**config.mk**
```make
export PLATFORM = sky130hd
export DESIGN_NAME = bcd_value_entry_flat
export DESIGN_NICKNAME = d
export VERILOG_FILES = /design/src/rtl/bcd_value_entry_if.sv /design/src/rtl/bcd_value_entry.sv /design/src/flat_wrapper.sv
export SDC_FILE = /design/constraint.sdc
export NUM_CORES = 1
export LEC_CHECK = 0
export ABC_CLOCK_PERIOD_IN_PS = 7600
export BUFFER_PORTS_ARGS = -buffer_cell sky130_fd_sc_hd__buf_2
export CORE_MARGIN = 3
export CORE_UTILIZATION = 53
export CTS_BUF_LIST = sky130_fd_sc_hd__clkbuf_16
export DETAILED_ROUTE_END_ITERATION = 8
export GPL_TIMING_DRIVEN = 0
export PLACE_DENSITY = 0.68
export RECOVER_POWER = 50
export SYNTH_ARGS = -nofsm -noshare
export SYNTH_HDL_FRONTEND = slang
export SYNTH_SLANG_ARGS = --single-unit
```
**constraint.sdc**
```tcl
create_clock -name clk_100MHz -period 7.6 [get_ports clk_100MHz]
set_input_delay 1.14 -clock clk_100MHz [delete_from_list [all_inputs] [get_ports clk_100MHz]]
set_output_delay 1.14 -clock clk_100MHz [all_outputs]
set_load 0.02 [all_outputs]
```
**src/rtl/bcd_value_entry_if.sv**
```systemverilog
// Front-panel bundle: raw push-buttons in, edited BCD digits and converted sample out.
// The design takes the slave side; whoever drives the buttons takes the master side.
interface bcd_value_entry_if;
    logic       btn_up;
    logic       btn_down;
    logic       btn_next;
    logic       btn_sign;
    logic       btn_enter;
    logic [3:0] ones;
    logic [3:0] tens;
    logic [3:0] hundreds;
    logic       thousands;
    logic [1:0] cursor;
    logic [8:0] value;
    logic       value_valid;
    logic       busy;
    logic       clamped;

    modport slave (
        input  btn_up, btn_down, btn_next, btn_sign, btn_enter,
        output ones, tens, hundreds, thousands, cursor,
        output value, value_valid, busy, clamped
    );

    modport master (
        output btn_up, btn_down, btn_next, btn_sign, btn_enter,
        input  ones, tens, hundreds, thousands, cursor,
        input  value, value_valid, busy, clamped
    );
endinterface

```
**src/rtl/bcd_value_entry.sv**
```systemverilog
// Debounced BCD digit/sign editor with a sequential BCD-to-signed-binary converter.
// Conversion result appears 5 cycles after the enter press; an enter press while busy is dropped.
module bcd_value_entry #(
    parameter int DEBOUNCE_CYCLES = 1_000_000,
    parameter int MAX_MAG         = 255
) (
    input  logic              clk_100MHz,
    input  logic              reset,
    bcd_value_entry_if.slave  bus
);
    localparam int NB = 5;
    localparam int CW = $clog2(DEBOUNCE_CYCLES + 1);
    localparam logic [CW-1:0] CNT_LAST = CW'(DEBOUNCE_CYCLES - 1);
    localparam logic [9:0]    MAX_ACC  = 10'(MAX_MAG);
    localparam logic [7:0]    MAX_MAG8 = 8'(MAX_MAG);

    localparam int B_UP    = 0;
    localparam int B_DOWN  = 1;
    localparam int B_NEXT  = 2;
    localparam int B_SIGN  = 3;
    localparam int B_ENTER = 4;

    localparam logic [1:0] ST_IDLE = 2'd0;
    localparam logic [1:0] ST_CONV = 2'd1;
    localparam logic [1:0] ST_FIN  = 2'd2;

    logic [NB-1:0] raw;
    logic [NB-1:0] sync1_q, sync1_d;
    logic [NB-1:0] sync2_q, sync2_d;
    logic [NB-1:0] stable_q, stable_d;
    logic [NB-1:0] press;
    logic [CW-1:0] cnt_q [NB];
    logic [CW-1:0] cnt_d [NB];

    logic [2:0][3:0] dig_q, dig_d;
    logic            sign_q, sign_d;
    logic [1:0]      cursor_q, cursor_d;
    logic            edit_up, edit_dn;

    logic [1:0]      state_q, state_d;
    logic [9:0]      acc_q, acc_d;
    logic [1:0]      step_q, step_d;
    logic [2:0][3:0] snap_q, snap_d;
    logic            snap_sign_q, snap_sign_d;
    logic [8:0]      value_q, value_d;
    logic            clamped_q, clamped_d;
    logic            valid_q, valid_d;
    logic [3:0]      cur_digit;
    logic            over;
    logic [7:0]      mag;

    assign raw = {bus.btn_enter, bus.btn_sign, bus.btn_next, bus.btn_down, bus.btn_up};

    // A level must differ from the accepted level for DEBOUNCE_CYCLES consecutive cycles.
    always_comb begin
        sync1_d  = raw;
        sync2_d  = sync1_q;
        stable_d = stable_q;
        press    = '0;
        for (int i = 0; i < NB; i++) begin
            cnt_d[i] = '0;
            if (sync2_q[i] != stable_q[i]) begin
                if (cnt_q[i] == CNT_LAST) begin
                    stable_d[i] = sync2_q[i];
                    press[i]    = sync2_q[i];
                end else begin
                    cnt_d[i] = cnt_q[i] + CW'(1);
                end
            end
        end
    end

    assign edit_up = press[B_UP] & ~press[B_DOWN];
    assign edit_dn = press[B_DOWN] & ~press[B_UP];

    // Edits use the cursor position from before any coincident next press.
    always_comb begin
        dig_d    = dig_q;
        sign_d   = sign_q ^ press[B_SIGN] ^ ((cursor_q == 2'd3) & (edit_up | edit_dn));
        cursor_d = cursor_q + {1'b0, press[B_NEXT]};
        for (int i = 0; i < 3; i++) begin
            if (cursor_q == 2'(i)) begin
                if (edit_up) begin
                    dig_d[i] = (dig_q[i] == 4'd9) ? 4'd0 : dig_q[i] + 4'd1;
                end else if (edit_dn) begin
                    dig_d[i] = (dig_q[i] == 4'd0) ? 4'd9 : dig_q[i] - 4'd1;
                end
            end
        end
    end

    always_comb begin
        state_d     = state_q;
        acc_d       = acc_q;
        step_d      = step_q;
        snap_d      = snap_q;
        snap_sign_d = snap_sign_q;
        value_d     = value_q;
        clamped_d   = clamped_q;
        valid_d     = 1'b0;
        over        = acc_q > MAX_ACC;
        mag         = over ? MAX_MAG8 : acc_q[7:0];
        case (step_q)
            2'd0:    cur_digit = snap_q[2];
            2'd1:    cur_digit = snap_q[1];
            default: cur_digit = snap_q[0];
        endcase
        case (state_q)
            ST_IDLE: begin
                if (press[B_ENTER]) begin
                    snap_d      = dig_q;
                    snap_sign_d = sign_q;
                    acc_d       = '0;
                    step_d      = '0;
                    state_d     = ST_CONV;
                end
            end
            ST_CONV: begin
                acc_d  = acc_q * 10'd10 + {6'd0, cur_digit};
                step_d = step_q + 2'd1;
                if (step_q == 2'd2) begin
                    state_d = ST_FIN;
                end
            end
            ST_FIN: begin
                clamped_d = over;
                // Negating a zero magnitude wraps back to zero, so -0 never appears.
                value_d   = snap_sign_q ? (~{1'b0, mag} + 9'd1) : {1'b0, mag};
                valid_d   = 1'b1;
                state_d   = ST_IDLE;
            end
            default: state_d = ST_IDLE;
        endcase
    end

    always_ff @(posedge clk_100MHz) begin
        if (reset) begin
            sync1_q     <= '0;
            sync2_q     <= '0;
            stable_q    <= '0;
            for (int i = 0; i < NB; i++) begin
                cnt_q[i] <= '0;
            end
            dig_q       <= '0;
            sign_q      <= 1'b0;
            cursor_q    <= 2'd0;
            state_q     <= ST_IDLE;
            acc_q       <= '0;
            step_q      <= '0;
            snap_q      <= '0;
            snap_sign_q <= 1'b0;
            value_q     <= '0;
            clamped_q   <= 1'b0;
            valid_q     <= 1'b0;
        end else begin
            sync1_q     <= sync1_d;
            sync2_q     <= sync2_d;
            stable_q    <= stable_d;
            for (int i = 0; i < NB; i++) begin
                cnt_q[i] <= cnt_d[i];
            end
            dig_q       <= dig_d;
            sign_q      <= sign_d;
            cursor_q    <= cursor_d;
            state_q     <= state_d;
            acc_q       <= acc_d;
            step_q      <= step_d;
            snap_q      <= snap_d;
            snap_sign_q <= snap_sign_d;
            value_q     <= value_d;
            clamped_q   <= clamped_d;
            valid_q     <= valid_d;
        end
    end

    assign bus.ones        = dig_q[0];
    assign bus.tens        = dig_q[1];
    assign bus.hundreds    = dig_q[2];
    assign bus.thousands   = sign_q;
    assign bus.cursor      = cursor_q;
    assign bus.value       = value_q;
    assign bus.value_valid = valid_q;
    assign bus.busy        = (state_q != ST_IDLE);
    assign bus.clamped     = clamped_q;
endmodule

```
**src/flat_wrapper.sv**
```systemverilog
// flat-port wrapper written by rule: the top's interface ports become plain ports
module bcd_value_entry_flat 
#(
    parameter int DEBOUNCE_CYCLES = 1_000_000,
    parameter int MAX_MAG         = 255
)
  (clk_100MHz, reset, bus_btn_up, bus_btn_down, bus_btn_next, bus_btn_sign, bus_btn_enter, bus_ones, bus_tens, bus_hundreds, bus_thousands, bus_cursor, bus_value, bus_value_valid, bus_busy, bus_clamped);
  bcd_value_entry_if bus_i ();
  input  logic clk_100MHz;
  input  logic reset;
  input wire logic [$bits(bus_i.btn_up)-1:0] bus_btn_up;
  input wire logic [$bits(bus_i.btn_down)-1:0] bus_btn_down;
  input wire logic [$bits(bus_i.btn_next)-1:0] bus_btn_next;
  input wire logic [$bits(bus_i.btn_sign)-1:0] bus_btn_sign;
  input wire logic [$bits(bus_i.btn_enter)-1:0] bus_btn_enter;
  output wire logic [$bits(bus_i.ones)-1:0] bus_ones;
  output wire logic [$bits(bus_i.tens)-1:0] bus_tens;
  output wire logic [$bits(bus_i.hundreds)-1:0] bus_hundreds;
  output wire logic [$bits(bus_i.thousands)-1:0] bus_thousands;
  output wire logic [$bits(bus_i.cursor)-1:0] bus_cursor;
  output wire logic [$bits(bus_i.value)-1:0] bus_value;
  output wire logic [$bits(bus_i.value_valid)-1:0] bus_value_valid;
  output wire logic [$bits(bus_i.busy)-1:0] bus_busy;
  output wire logic [$bits(bus_i.clamped)-1:0] bus_clamped;
  assign bus_i.btn_up = bus_btn_up;
  assign bus_i.btn_down = bus_btn_down;
  assign bus_i.btn_next = bus_btn_next;
  assign bus_i.btn_sign = bus_btn_sign;
  assign bus_i.btn_enter = bus_btn_enter;
  assign bus_ones = bus_i.ones;
  assign bus_tens = bus_i.tens;
  assign bus_hundreds = bus_i.hundreds;
  assign bus_thousands = bus_i.thousands;
  assign bus_cursor = bus_i.cursor;
  assign bus_value = bus_i.value;
  assign bus_value_valid = bus_i.value_valid;
  assign bus_busy = bus_i.busy;
  assign bus_clamped = bus_i.clamped;
  bcd_value_entry #(.DEBOUNCE_CYCLES(DEBOUNCE_CYCLES), .MAX_MAG(MAX_MAG)) u_core (.clk_100MHz(clk_100MHz), .reset(reset), .bus(bus_i));
endmodule
```
# After elaboration in Yosys (flattened, before gate mapping)
# Memory sizes are Yosys's and may differ from the RTL's.
# Cells that the tools add are included.
# Widths: inputs -> output; s select.
dict set report op_classes {
  addsub 15
  multipliers 1
  n_lt_le_gt_ge 1
  eq_ne 22
  muxes 51
  bitwise 14
  n_reduce_logical 20
}
# cell n
set op_table {}
lappend op_table {{$mux 20} 15}
lappend op_table {{$add 20x1->20 const B} 5}
lappend op_table {{$eq 20x20->1 const B} 5}
lappend op_table {{$mux 4} 12}
lappend op_table {{$reduce_and 2->1} 11}
lappend op_table {{$pmux 10 s2} 1}
lappend op_table {{$mux 1} 14}
lappend op_table {{$add 4x1->4 const B} 3}
lappend op_table {{$eq 4x4->1 const B} 3}
lappend op_table {{$logic_not 4->1} 3}
lappend op_table {{$sub 4x1->4 const B} 3}
lappend op_table {{$add 10x4->10} 1}
lappend op_table {{$gt 10x8->1 const B} 1}
lappend op_table {{$mul 10x3->9 const B} 1}
lappend op_table {{$mux 10} 1}
lappend op_table {{$add 9x1->9 const B} 1}
lappend op_table {{$mux 9} 1}
lappend op_table {{$not 8->9} 1}
lappend op_table {{$eq 2x2->1 const B} 4}
lappend op_table {{$mux 8} 1}
lappend op_table {{$pmux 2 s2} 2}
lappend op_table {{$pmux 4 s2} 1}
lappend op_table {{$eq 2x1->1 const B} 3}
lappend op_table {{$logic_not 2->1} 3}
lappend op_table {{other kinds (10)} 28}
dict set report word_totals {
  register_bits 68
  ramBits 100
  n_memories 1
}
# name depth width rd rd_ports_with_merged_regs wr line
set memory_table {}
lappend memory_table {u_core.cnt_q 5 20 5 0 5 bcd_value_entry.sv:32} ;# logic [CW-1:0] cnt_q [NB];

# Logic depth before layout (Yosys ltp)
# Gate-level depths: netlist of run 1.
# An unclocked memory read counts as a cell.
dict set report depth {
  depth_word 9
  mapped_depth 13
  mapped_depth_nobuf 13
}

# Worst setup path after synthesis of run 1
# Ideal clock, no wire load.
dict set report synth_path {
  path_kind {reg-to-reg}
  from {mem u_core.cnt_q[1][2] (netlist bit)}
  to {reg u_core.dig_q, in the netlist u_core.bus.hundreds[2]}
  arrival_ps 2830
  required_ps 7526
  path_slack_ps 4696
  stages_incl_launch_ff 11
  path_buffers 0
  cell_sequence {dfxtp_1 -> and4_1 -> nand2_1 -> nor4_1 -> nand3b_1 -> ha_1 -> nor2_1 -> nand2_1 -> or4_1 -> or3b_2 -> a31oi_1}
}
# element line
set synth_rtl {}
lappend synth_rtl {{start, declared} bcd_value_entry.sv:32}
lappend synth_rtl {{end signal, assigned} bcd_value_entry.sv:162} ;# dig_q <= dig_d;
lappend synth_rtl {{end, declared} bcd_value_entry.sv:35} ;# logic [2:0][3:0] dig_q, dig_d;

==> metrics.cfg, run 1 <==
[critical_path]
rr_endpoint=u_core.bus.ones[3]
startpoint_type=register
cp.required_ns=7.89
r2r_cells=9
cp.arrival_ns=3.74
r2r_slack_ns=4.16
cp_max_fo=8
crit_type=register to register
rr_startpoint=u_core.cnt_q[1][2]
critPathCaptureType=register

[clocking]
cts.hold.buffers_added=0
clk_pin_slew_ns=0.07
cts_tree=done
ctsHtreeMaxLevel=4
root_buffer=clkbuf_16
clk_path_buf_depth=2
cts_buffers=17
tritoncts_num_sinks=168
cts_resized=0
postCtsSetupBuffers=0
clk_latency_ns=0.43

[sta]
setup_viol_count_final=0
maxSlewViolCount=0
hold_violations=0
timing.final.crit_share_pct=45.32
fin_skew_ns=0.006479
worst_slew_pin_slew_ns=1.010
slew_headroom_pct=32.15
fmax_mhz=290.3
period_needed_ns=3.444
finalSetupTns_ns=0
rsz0062_at_grt=false

[power]
p_leak_nw=2.976
p_sw_w=0.0003792
seqPwrFrac_pct=49.6
swShare_pct=21.24
peakVddDrop_uv=202.3
combPwrFrac_pct=1.1
clock_power_share_pct=49.3
powerDensity_nw_per_um2=204.8
p_int_w=0.001406

[synth]
netlist.top_cell.by_area=dfxtp_1
synth_common_cells=168 x dfxtp_1, 153 x nor2_1, 89 x nand2_1, 59 x xor2_1, 56 x xnor2_1
synth-seq-cells=168
ys.warnings.count=0
ys_types=54
synth_fp_nets=952
synth_edf_count=0
ys_seq_area_share_pct=43.29
async_flop_share_pct=0
syn_inst=918
synth_top_area_share_pct=43.29
syn_area_um2=7769
synth_flop_cell=dfxtp_1
synth_area_per_cell_um2=8.463
synth_most_common_cell=dfxtp_1
netlist_top_cells_area=dfxtp_1 43%, nor2_1 7.4%, xor2_1 6.7%

[cells_and_area]
diodes=0
syn2layout_area_growth_pct=12.26
final_cells=1162
drive_gt1_share_pct=5.601
fillers=1296
fin_area_um2=8721
final_nets=1003

[placement]
place_area_um2=8154
portBuffers=32
place_hpwl_um=11000
place_inst=1130
gp_congestion=0.8461

[outcome]
status=completed

[die]
die_area_um2=16150
io_pins=34
num_rows=43
fp.dieW_um=127.1
die_h_um=127.1
core_um2=14100
initial_core_util_pct=55.11

[worst_hold_path]
holdCritPathClass=register to register
worstHoldStart=u_core.sync1_q[3]
hold_end=u_core.sync2_q[3]
hold_depth=1

[route]
first_pass_iters=5
routed-via-count=6193
drc=0
via_per_inst=5.330
avgRoutedWirePerCell_um=13.65
drt_iter0_markers=413
ant_nets=0
wirelength_um=15870

[global_routing]
antenna_found_initial=0
track_usage_pct=20.98
grt_max_degree=17
grt_overflow=0
grt_pass1_wl_um=27940
grt_pass1_vias=5901

[run]
cap_violations=0

## power groups by stage
stage,registers [W],clock network [W],logic (W)
2_1_floorplan,0.000905,0,0.0000126
3_5_place_dp,0.000905,0,0.0000205
4_1_cts,0.000885,0.000901,0.0000206
3_3_place_gp,0.000905,0,0.0000204
5_1_grt,0.000885,0.000937,0.0000229
6_report,0.000885,0.000880,0.0000203
## layer usage
layer	GRT usage, %	routed length (µm)	vias up
met1	28.23	7669	2850
met2	33.66	7298	104
met4	6.435	157	0
li1	-	-	3231
met3	4.975	739	8
met5	0	0	-
## sequential cells by signal, summed over array words and instances (netlist names)
signal and flops:
u_core.acc_q 10, u_core.bus.clamped 1, u_core.bus.cursor 2, u_core.bus.hundreds 4, u_core.bus.ones 4, u_core.bus.tens 4, u_core.bus.thousands 1, u_core.bus.value 9
u_core.bus.value_valid 1, u_core.cnt_q 100, u_core.snap_q 12, u_core.snap_sign_q 1, u_core.stable_q 5, u_core.state_q 2, u_core.step_q 2, u_core.sync1_q 5
u_core.sync2_q 5
## final cells by class
class / count / area, µm² / share of cell area [%]
Tap cell: 180 / 225.2 / 2.582
Timing Repair Buffer: 32 / 136.4 / 1.564
Buffer: 39 / 157.7 / 1.808
Sequential cell: 168 / 3363 / 38.57
Clock inverter: 15 / 173.9 / 1.994
Clock buffer: 17 / 425.4 / 4.878
Inverter: 23 / 86.33 / 0.9900
Multi-Input combinational cell: 688 / 4153 / 47.62
## through the flow
| stage | total power, W | hold WS, ns | util [%] | setup WS, ns |
|---|---|---|---|---|
| CTS | 0.001806 | 0.4333 | 62.10 | 4.155 |
| global placement | 0.0009254 | 0.4179 | 57.85 | 4.214 |
| floorplan | 0.0009174 | 0.4129 | - | 4.696 |
| global route | 0.001845 | 0.4567 | 61.87 | 3.815 |
| detailed placement | 0.0009257 | 0.4239 | 57.85 | 4.218 |
| finish | 0.001786 | 0.4292 | 61.87 | 4.156 |
## cells in the final DEF (no fill, tap or decap), drive strengths merged, types with 25 or more instances in the layout
cell type	n
a21oi	46
clkbuf	66
dfxtp	168
ha	25
inv	28
nand2	90
nand3	49
nor2	153
o21ai	25
xnor2	56
xor2	59
## critical path, cell delays in order, from the launching register on
cell and delay [ns]:
dfxtp_1 0.40, and4_1 0.26, nand2_1 0.10, nor4_1 0.60, nand3b_1 0.17, ha_1 0.35, nor3_1 0.83, o211ai_1 0.19
a222oi_1 0.35, nor2_1 0.06
## cells by family after synthesis
kind of cell	after synthesis	synth area share, %
simple gates	432	26.90
flops	168	43.29
xor+xnor	115	12.97
compound gates	109	8.488
buf+inv	62	3.157
fa+ha+maj	27	4.542
mux	5	0.6603
## worst max-delay path by stage
stage | from | end | slack [ns]
finish | u_core.cnt_q[1][2] | u_core.bus.ones[3] | 4.16
global route | u_core.cnt_q[1][13] | u_core.bus.ones[2] | 3.82
CTS | u_core.cnt_q[1][2] | u_core.bus.ones[2] | 4.15
detailed placement | u_core.cnt_q[1][2] | u_core.bus.ones[3] | 4.22
global placement | u_core.cnt_q[1][2] | u_core.bus.ones[2] | 4.21
floorplan | u_core.cnt_q[1][2] | u_core.bus.hundreds[2] | 4.70
(Power assumes the default switching activity.)
==> run 2: changes to the inputs <==
--- a/config.mk
+++ b/config.mk
@@ -5,14 +5,14 @@
 export SDC_FILE = /design/constraint.sdc
 export NUM_CORES = 1
 export LEC_CHECK = 0
-export ABC_CLOCK_PERIOD_IN_PS = 7600
+export ABC_CLOCK_PERIOD_IN_PS = 3100
 export BUFFER_PORTS_ARGS = -buffer_cell sky130_fd_sc_hd__buf_2
 export CORE_MARGIN = 3
 export CORE_UTILIZATION = 53
 export CTS_BUF_LIST = sky130_fd_sc_hd__clkbuf_16
 export DETAILED_ROUTE_END_ITERATION = 8
 export GPL_TIMING_DRIVEN = 0
-export PLACE_DENSITY = 0.68
+export PLACE_DENSITY = 0.71
 export RECOVER_POWER = 50
 export SYNTH_ARGS = -nofsm -noshare
 export SYNTH_HDL_FRONTEND = slang
==> constraint.sdc (replaced) <==
create_clock -name clk_100MHz -period 3.1 [get_ports clk_100MHz]
set_input_delay 0.465 -clock clk_100MHz [delete_from_list [all_inputs] [get_ports clk_100MHz]]
set_output_delay 0.465 -clock clk_100MHz [all_outputs]
set_load 0.02 [all_outputs]
==> run 2 against run 1 <==
Effect of this change: clock skew is 0.0014 ns lower; utilization rose by 0.79 points; via count rose by 0.74%; combinational power up 140%; die area is the same; register-to-register slack worse by 4.0 ns; sequential share of layout area is 0.49 points lower; critical path depth did not move; flip-flop and latch count is the same.
==> metrics.cfg, run 2 (synthesis results as in run 1) <==
[placement]
gp_congestion=0.8127  ; was 0.8461
place_inst=1130  ; unchanged
place_hpwl_um=10910  ; was 11000 µm
portBuffers=32  ; unchanged

[route]
wirelength_um=15630  ; was 15870 µm
ant_nets=0  ; unchanged
routed-via-count=6239  ; was 6193
drc=0  ; unchanged
avgRoutedWirePerCell_um=13.38  ; was 13.65 µm
first_pass_iters=7  ; was 5
via_per_inst=5.342  ; was 5.330
drt_iter0_markers=352  ; was 413

[power]
peakVddDrop_uv=444.0  ; was 202.3 µV
p_leak_nw=3.003  ; was 2.976 nW
total_power_w=0.004406  ; was 0.001786 W
powerDensity_nw_per_um2=498.8  ; was 204.8 nW/µm²

[cells_and_area]
fillers=1238  ; was 1296
syn2layout_area_growth_pct=13.69  ; was 12.26%
fin_util_pct=62.66  ; was 61.87%
diodes=0  ; unchanged
layout_common_cells=168 x dfxtp_1, 151 x nor2_1, 88 x nand2_1, 59 x xor2_1, 58 x clkbuf_1  ; was 168 x dfxtp_1, 153 x nor2_1, 90 x nand2_1, 59 x xor2_1, 56 x xnor2_1
final_nets=1009  ; was 1003
drive_gt1_share_pct=6.478  ; was 5.601%
multiInputGateArea_um2=4220  ; was 4153 µm²
final_cells=1168  ; was 1162
largest_registers=u_core.cnt_q (100), u_core.snap_q (12), u_core.acc_q (10)  ; unchanged
regArea_um2=3363  ; unchanged
largest_reg_flops=100  ; unchanged
final_common_cell=dfxtp_1  ; unchanged
largest_register=u_core.cnt_q  ; unchanged

[sta]
setup_viol_count_final=0  ; unchanged
holdWs_ns=0.2616  ; was 0.4292 ns
worst_slew_pin_slew_ns=0.9359  ; was 1.010 ns
timing.final.crit_share_pct=95.47  ; was 45.32%
slew_headroom_pct=37.03  ; was 32.15%
hold_violations=0  ; unchanged
maxSlewViolCount=0  ; unchanged
fmax_mhz=337.9  ; was 290.3 MHz
period_needed_ns=2.959  ; was 3.444 ns
fin_skew_ns=0.005044  ; was 0.006479 ns
finalSetupTns_ns=0  ; unchanged

[die]
die_h_um=127.1  ; unchanged
io_pins=34  ; unchanged
die_area_um2=16150  ; unchanged
initial_core_util_pct=55.11  ; unchanged
core_um2=14100  ; unchanged
num_rows=43  ; unchanged
fp.dieW_um=127.1  ; unchanged

[critical_path]
cp.required_ns=3.44  ; was 7.89 ns
r2r_slack_ns=0.14  ; was 4.16 ns
path_cells=or3b_2 -> nor4_4 -> nand3b_1 -> ha_4 -> nor2_2 -> nand2_2 -> or4_1 -> or3b_2 -> a31oi_1  ; was and4_1 -> nand2_1 -> nor4_1 -> nand3b_1 -> ha_1 -> nor3_1 -> o211ai_1 -> a222oi_1 -> nor2_1
cp_max_fo=6  ; was 8
max_stage_delay_ns=0.49  ; was 0.83 ns
rr_endpoint=u_core.bus.hundreds[2]  ; was u_core.bus.ones[3]
crit_type=register to register  ; unchanged
rr_startpoint=u_core.cnt_q[1][6]  ; was u_core.cnt_q[1][2]
crit_path_end=u_core.bus.hundreds[2]  ; was u_core.bus.ones[3]
cp_slowest_cell=or3b_2  ; was nor3_1
r2r_cells=9  ; unchanged
startpoint_type=register  ; unchanged
startpoint=u_core.cnt_q[1][6]  ; was u_core.cnt_q[1][2]
critPathCaptureType=register  ; unchanged
cp.arrival_ns=3.30  ; was 3.74 ns
worst_path_most_repeated_cell=or3b_2

[outcome]
status=completed  ; unchanged

[global_routing]
grt_pass1_wl_um=26720  ; was 27940 µm
antenna_found_initial=0  ; unchanged
use_met2_pct=32.04  ; was 33.66%
grt_use_met1_pct=26.79  ; was 28.23%
grt_pass1_vias=5826  ; was 5901
track_usage_pct=20.01  ; was 20.98%
gr-max-usage-layer=met2  ; unchanged
grt_use_met3_pct=4.557  ; was 4.975%
grt_max_degree=17  ; unchanged
grt_overflow=0  ; unchanged

[worst_hold_path]
holdCritPathClass=input pin to register  ; was register to register
hold_depth=2  ; was 1

[clocking]
tritoncts_num_sinks=168  ; unchanged
clk_path_buf_depth=2  ; unchanged
cts_buffers=17  ; unchanged
ctsHtreeMaxLevel=4  ; unchanged
root_buffer=clkbuf_16  ; unchanged
clk_latency_ns=0.42  ; was 0.43 ns
cts_tree=done  ; unchanged
clk_pin_slew_ns=0.06  ; was 0.07 ns
cts.hold.buffers_added=0  ; unchanged

[run]
cap_violations=0  ; unchanged

run 2: cell types whose count changed in the layout (fill, tap and decap cells not counted), moves of 2 or more:
cell,before,now
clkbuf_1,49,58
buf_2,16,9
buf_4,0,5
inv_6,4,1
buf_1,5,3
clkinv_4,2,0
ha_1,25,23
nand2_1,90,88
nand2_2,0,2
nor2_1,153,151
nor2_2,0,2
nor4b_1,10,8
nor4b_2,0,2
run 2: final cells by class:
class / instances / share of cell area (%)
timing repair buffer: 38 / 1.898
sequential: 168 / 38.08
multi-input combinational: 688 / 47.78
buffer: 39 / 1.813
tap: 180 / 2.550
clock buffer: 17 / 4.817
inverter: 23 / 0.9775
clock inverter: 15 / 2.082
run 2: how the worst min path moves through the flow:
stage | from | end | slack (ns)
floorplan | u_core.cnt_q[1][0] | u_core.cnt_q[1][0] | 0.41
global placement | u_core.sync1_q[2] | u_core.sync2_q[2] | 0.42
detailed placement | u_core.sync1_q[4] | u_core.sync2_q[4] | 0.43
CTS | bus_btn_enter | u_core.sync1_q[4] | 0.25
global route | bus_btn_next | u_core.sync1_q[2] | 0.25
finish | bus_btn_enter | u_core.sync1_q[4] | 0.26
run 2: per-stage QoR:
step           instance area (µm²)  setup slack, ns
3_5_place_dp                  8154          -0.1976
2_1_floorplan                 7769           0.1961
5_1_grt                       8832         -0.01609
3_3_place_gp                  8154          -0.2049
6_report                      8832           0.1405
4_1_cts                       8797         0.007134
run 2: timing repair:
action / CTS / global route
endpoints found under the setup margin: 6 / 6
cloned: 0 / 0
buffers inserted: 1 / 5
pin swaps: 1 / 5
gates resized for setup: 6 / 6
run 2: power by group:
group	leakage (nW)	switching (W)	internal [W]
combinational	1.35	0.0000347	0.0000133
sequential	1.35	0.00000456	0.00217
clock	0.300	0.000849	0.00134
total	3.00	0.000888	0.00352
run 2: critical path, delay by kind of cell (launching register included):
kind                     cells  cell delay (ns)
AO/OA/AOI/OAI                1             0.18
adder cells (fa/ha/maj)      1             0.26
flip-flops                   1             0.36
AND/OR/NAND/NOR              7             2.07
run 2: metal layers:
| layer | share of wire (%) | vias up |
|---|---|---|
| li1 | - | 3238 |
| met1 | 49 | 2881 |
| met2 | 46 | 105 |
| met3 | 3.4 | 15 |
| met4 | 1.3 | 0 |
| met5 | 0 | - |
==> run 3: changes to the inputs <==
--- a/config.mk
+++ b/config.mk
@@ -11,7 +11,6 @@
 export CORE_UTILIZATION = 53
 export CTS_BUF_LIST = sky130_fd_sc_hd__clkbuf_16
 export DETAILED_ROUTE_END_ITERATION = 8
-export GPL_TIMING_DRIVEN = 0
 export PLACE_DENSITY = 0.71
 export RECOVER_POWER = 50
 export SYNTH_ARGS = -nofsm -noshare
==> run 3 against run 2 <==
Effect of this change: flip-flop and latch count stayed put; die area stayed put; register-to-register slack better by 0.07 ns; setup slack better by 0.069 ns; utilization is 0.90 points lower; clock power hardly changed; first-iteration DRC count is 4.3% higher; global-route usage is 0.73 points lower; clock skew hardly changed; power is 0.34% lower; largest power group unchanged.
==> metrics.cfg, run 3 (synthesis results as in run 1) <==
[outcome]
status=completed  ; unchanged

[clocking]
postCtsSetupBuffers=0  ; was 1
cts_tree=done  ; unchanged
clk_path_buf_depth=2  ; unchanged
clk_pin_slew_ns=0.06  ; about the same
cts.hold.buffers_added=0  ; unchanged
cts_resized=0  ; was 6
root_buffer=clkbuf_16  ; unchanged
tritoncts_num_sinks=168  ; unchanged
cts_buffers=17  ; unchanged
clk_latency_ns=0.43  ; was 0.42 ns
ctsHtreeMaxLevel=4  ; unchanged

[cells_and_area]
final_common_cell=dfxtp_1  ; unchanged
layout_common_cells=168 x dfxtp_1, 151 x nor2_1, 89 x nand2_1, 59 x xor2_1, 56 x xnor2_1  ; was 168 x dfxtp_1, 151 x nor2_1, 88 x nand2_1, 59 x xor2_1, 58 x clkbuf_1
largest_registers=u_core.cnt_q (100), u_core.snap_q (12), u_core.acc_q (10)  ; unchanged
syn2layout_area_growth_pct=12.06  ; was 13.69%
fillers=1269  ; was 1238
diodes=0  ; unchanged
drive_gt1_share_pct=8.176  ; was 6.478%
largest_register=u_core.cnt_q  ; unchanged
final_nets=976  ; was 1009
largest_reg_flops=100  ; unchanged

[power]
powerDensity_nw_per_um2=504.4  ; was 498.8 nW/µm²
peakVddDrop_uv=402.6  ; was 444.0 µV
p_leak_nw=3.022  ; was 3.003 nW

[global_routing]
grt_max_degree=30  ; was 17
track_usage_pct=19.28  ; was 20.01%
antenna_found_initial=0  ; unchanged
grt_pass1_vias=5593  ; was 5826
grt_pass1_wl_um=25680  ; was 26720 µm
grt_overflow=0  ; unchanged

[placement]
gp_congestion=0.7852  ; was 0.8127
portBuffers=33  ; was 32
place_hpwl_um=10100  ; was 10910 µm
dp_slack_ns=0.1460  ; was -0.1976 ns

[route]
drc=0  ; unchanged
ant_nets=0  ; unchanged
wirelength_um=14920  ; was 15630 µm
via_per_inst=5.361  ; was 5.342
drt_iter0_markers=367  ; was 352
first_pass_iters=5  ; was 7
avgRoutedWirePerCell_um=13.15  ; was 13.38 µm
routed-via-count=6079  ; was 6239

[sta]
setup_ws_ns=0.2099  ; was 0.1405 ns
maxSlewViolCount=0  ; unchanged
hold_violations=0  ; unchanged
setup_viol_count_final=0  ; unchanged
timing.final.crit_share_pct=93.23  ; was 95.47%
holdWs_ns=0.2488  ; was 0.2616 ns
fin_skew_ns=0.005119  ; was 0.005044 ns
worst_slew_pin_slew_ns=1.296  ; was 0.9359 ns
fmax_mhz=346.0  ; was 337.9 MHz
slew_headroom_pct=13.60  ; was 37.03%
period_needed_ns=2.890  ; was 2.959 ns

[die]
die_h_um=127.1  ; unchanged
initial_core_util_pct=55.11  ; unchanged
num_rows=43  ; unchanged
core_um2=14100  ; unchanged
fp.dieW_um=127.1  ; unchanged
io_pins=34  ; unchanged
die_area_um2=16150  ; unchanged

[worst_hold_path]
hold_end=u_core.sync1_q[3]  ; was u_core.sync1_q[4]
hold_depth=2  ; unchanged
worstHoldStart=bus_btn_sign  ; was bus_btn_enter
holdCritPathClass=input pin to register  ; unchanged

[critical_path]
rr_endpoint=u_core.bus.hundreds[2]  ; unchanged
r2r_slack_ns=0.21  ; was 0.14 ns
critPathCaptureType=register  ; unchanged
cp.arrival_ns=3.25  ; was 3.30 ns
cp.required_ns=3.46  ; was 3.44 ns
cp_max_fo=5  ; was 6
r2r_cells=11  ; was 9
crit_type=register to register  ; unchanged
startpoint_type=register  ; unchanged
rr_startpoint=u_core.cnt_q[1][11]  ; was u_core.cnt_q[1][6]

[run]
cap_violations=0  ; unchanged

## run 3: per-stage QoR
step                      area (µm²)  std cells  util, %  power [W]  setup TNS [ns]
after global placement          8083       1103    57.34   0.002261               0
after floorplan                 7769        918        -   0.002249               0
after detailed placement        8083       1103    57.34   0.002262               0
final                           8706       1134    61.76   0.004391               0
after global routing            8706       1134    61.76   0.004531         -0.1346
after CTS                       8691       1134    61.65   0.004445               0
## run 3: report_power, final
group	total, W	internal [W]	leakage, nW	switching, W
registers	0.00217	0.00217	1.35	0.00000448
clock network	0.00218	0.00134	0.300	0.000843
logic	0.0000411	0.0000115	1.37	0.0000296
## run 3: cell type report
| cell class | instances | area, µm² | area share [%] |
|---|---|---|---|
| tap | 180 | 225.2 | 2.587 |
| clock inverter | 14 | 182.7 | 2.098 |
| timing repair buffer | 44 | 229.0 | 2.630 |
| inverter | 23 | 86.33 | 0.9917 |
| multi-input combinational | 688 | 4194 | 48.17 |
| sequential | 168 | 3363 | 38.63 |
| clock buffer | 17 | 425.4 | 4.886 |
## run 3: routing by layer
metal,part of all wire (%),GRT usage (%)
met4,1.0,5.363
met3,3.7,5.644
met2,46,31.13
met5,0,0
met1,49,25.32
## run 3: worst max-delay path by stage
stage,startpoint,endpoint,slack [ns],cells after the start
floorplan,u_core.cnt_q[1][2],u_core.bus.hundreds[2],0.20,10
global placement,u_core.cnt_q[1][11],u_core.bus.hundreds[2],0.17,11
detailed placement,u_core.cnt_q[1][2],u_core.bus.hundreds[2],0.15,11
CTS,u_core.cnt_q[1][2],u_core.bus.hundreds[2],0.12,11
global route,u_core.cnt_q[0][0],u_core.bus.hundreds[2],-0.07,11
finish,u_core.cnt_q[1][11],u_core.bus.hundreds[2],0.21,11
## run 3: worst max-delay path, cell delays in order, from the launching register on
cell      delay [ns]
dfxtp_1         0.35
nor4b_1         0.31
nand2_1         0.12
nor4_2          0.29
buf_4           0.17
nand3b_1        0.09
ha_2            0.30
nor2_1          0.11
nand2_1         0.07
or4_1           0.42
or3b_2          0.45
a31oi_1         0.16
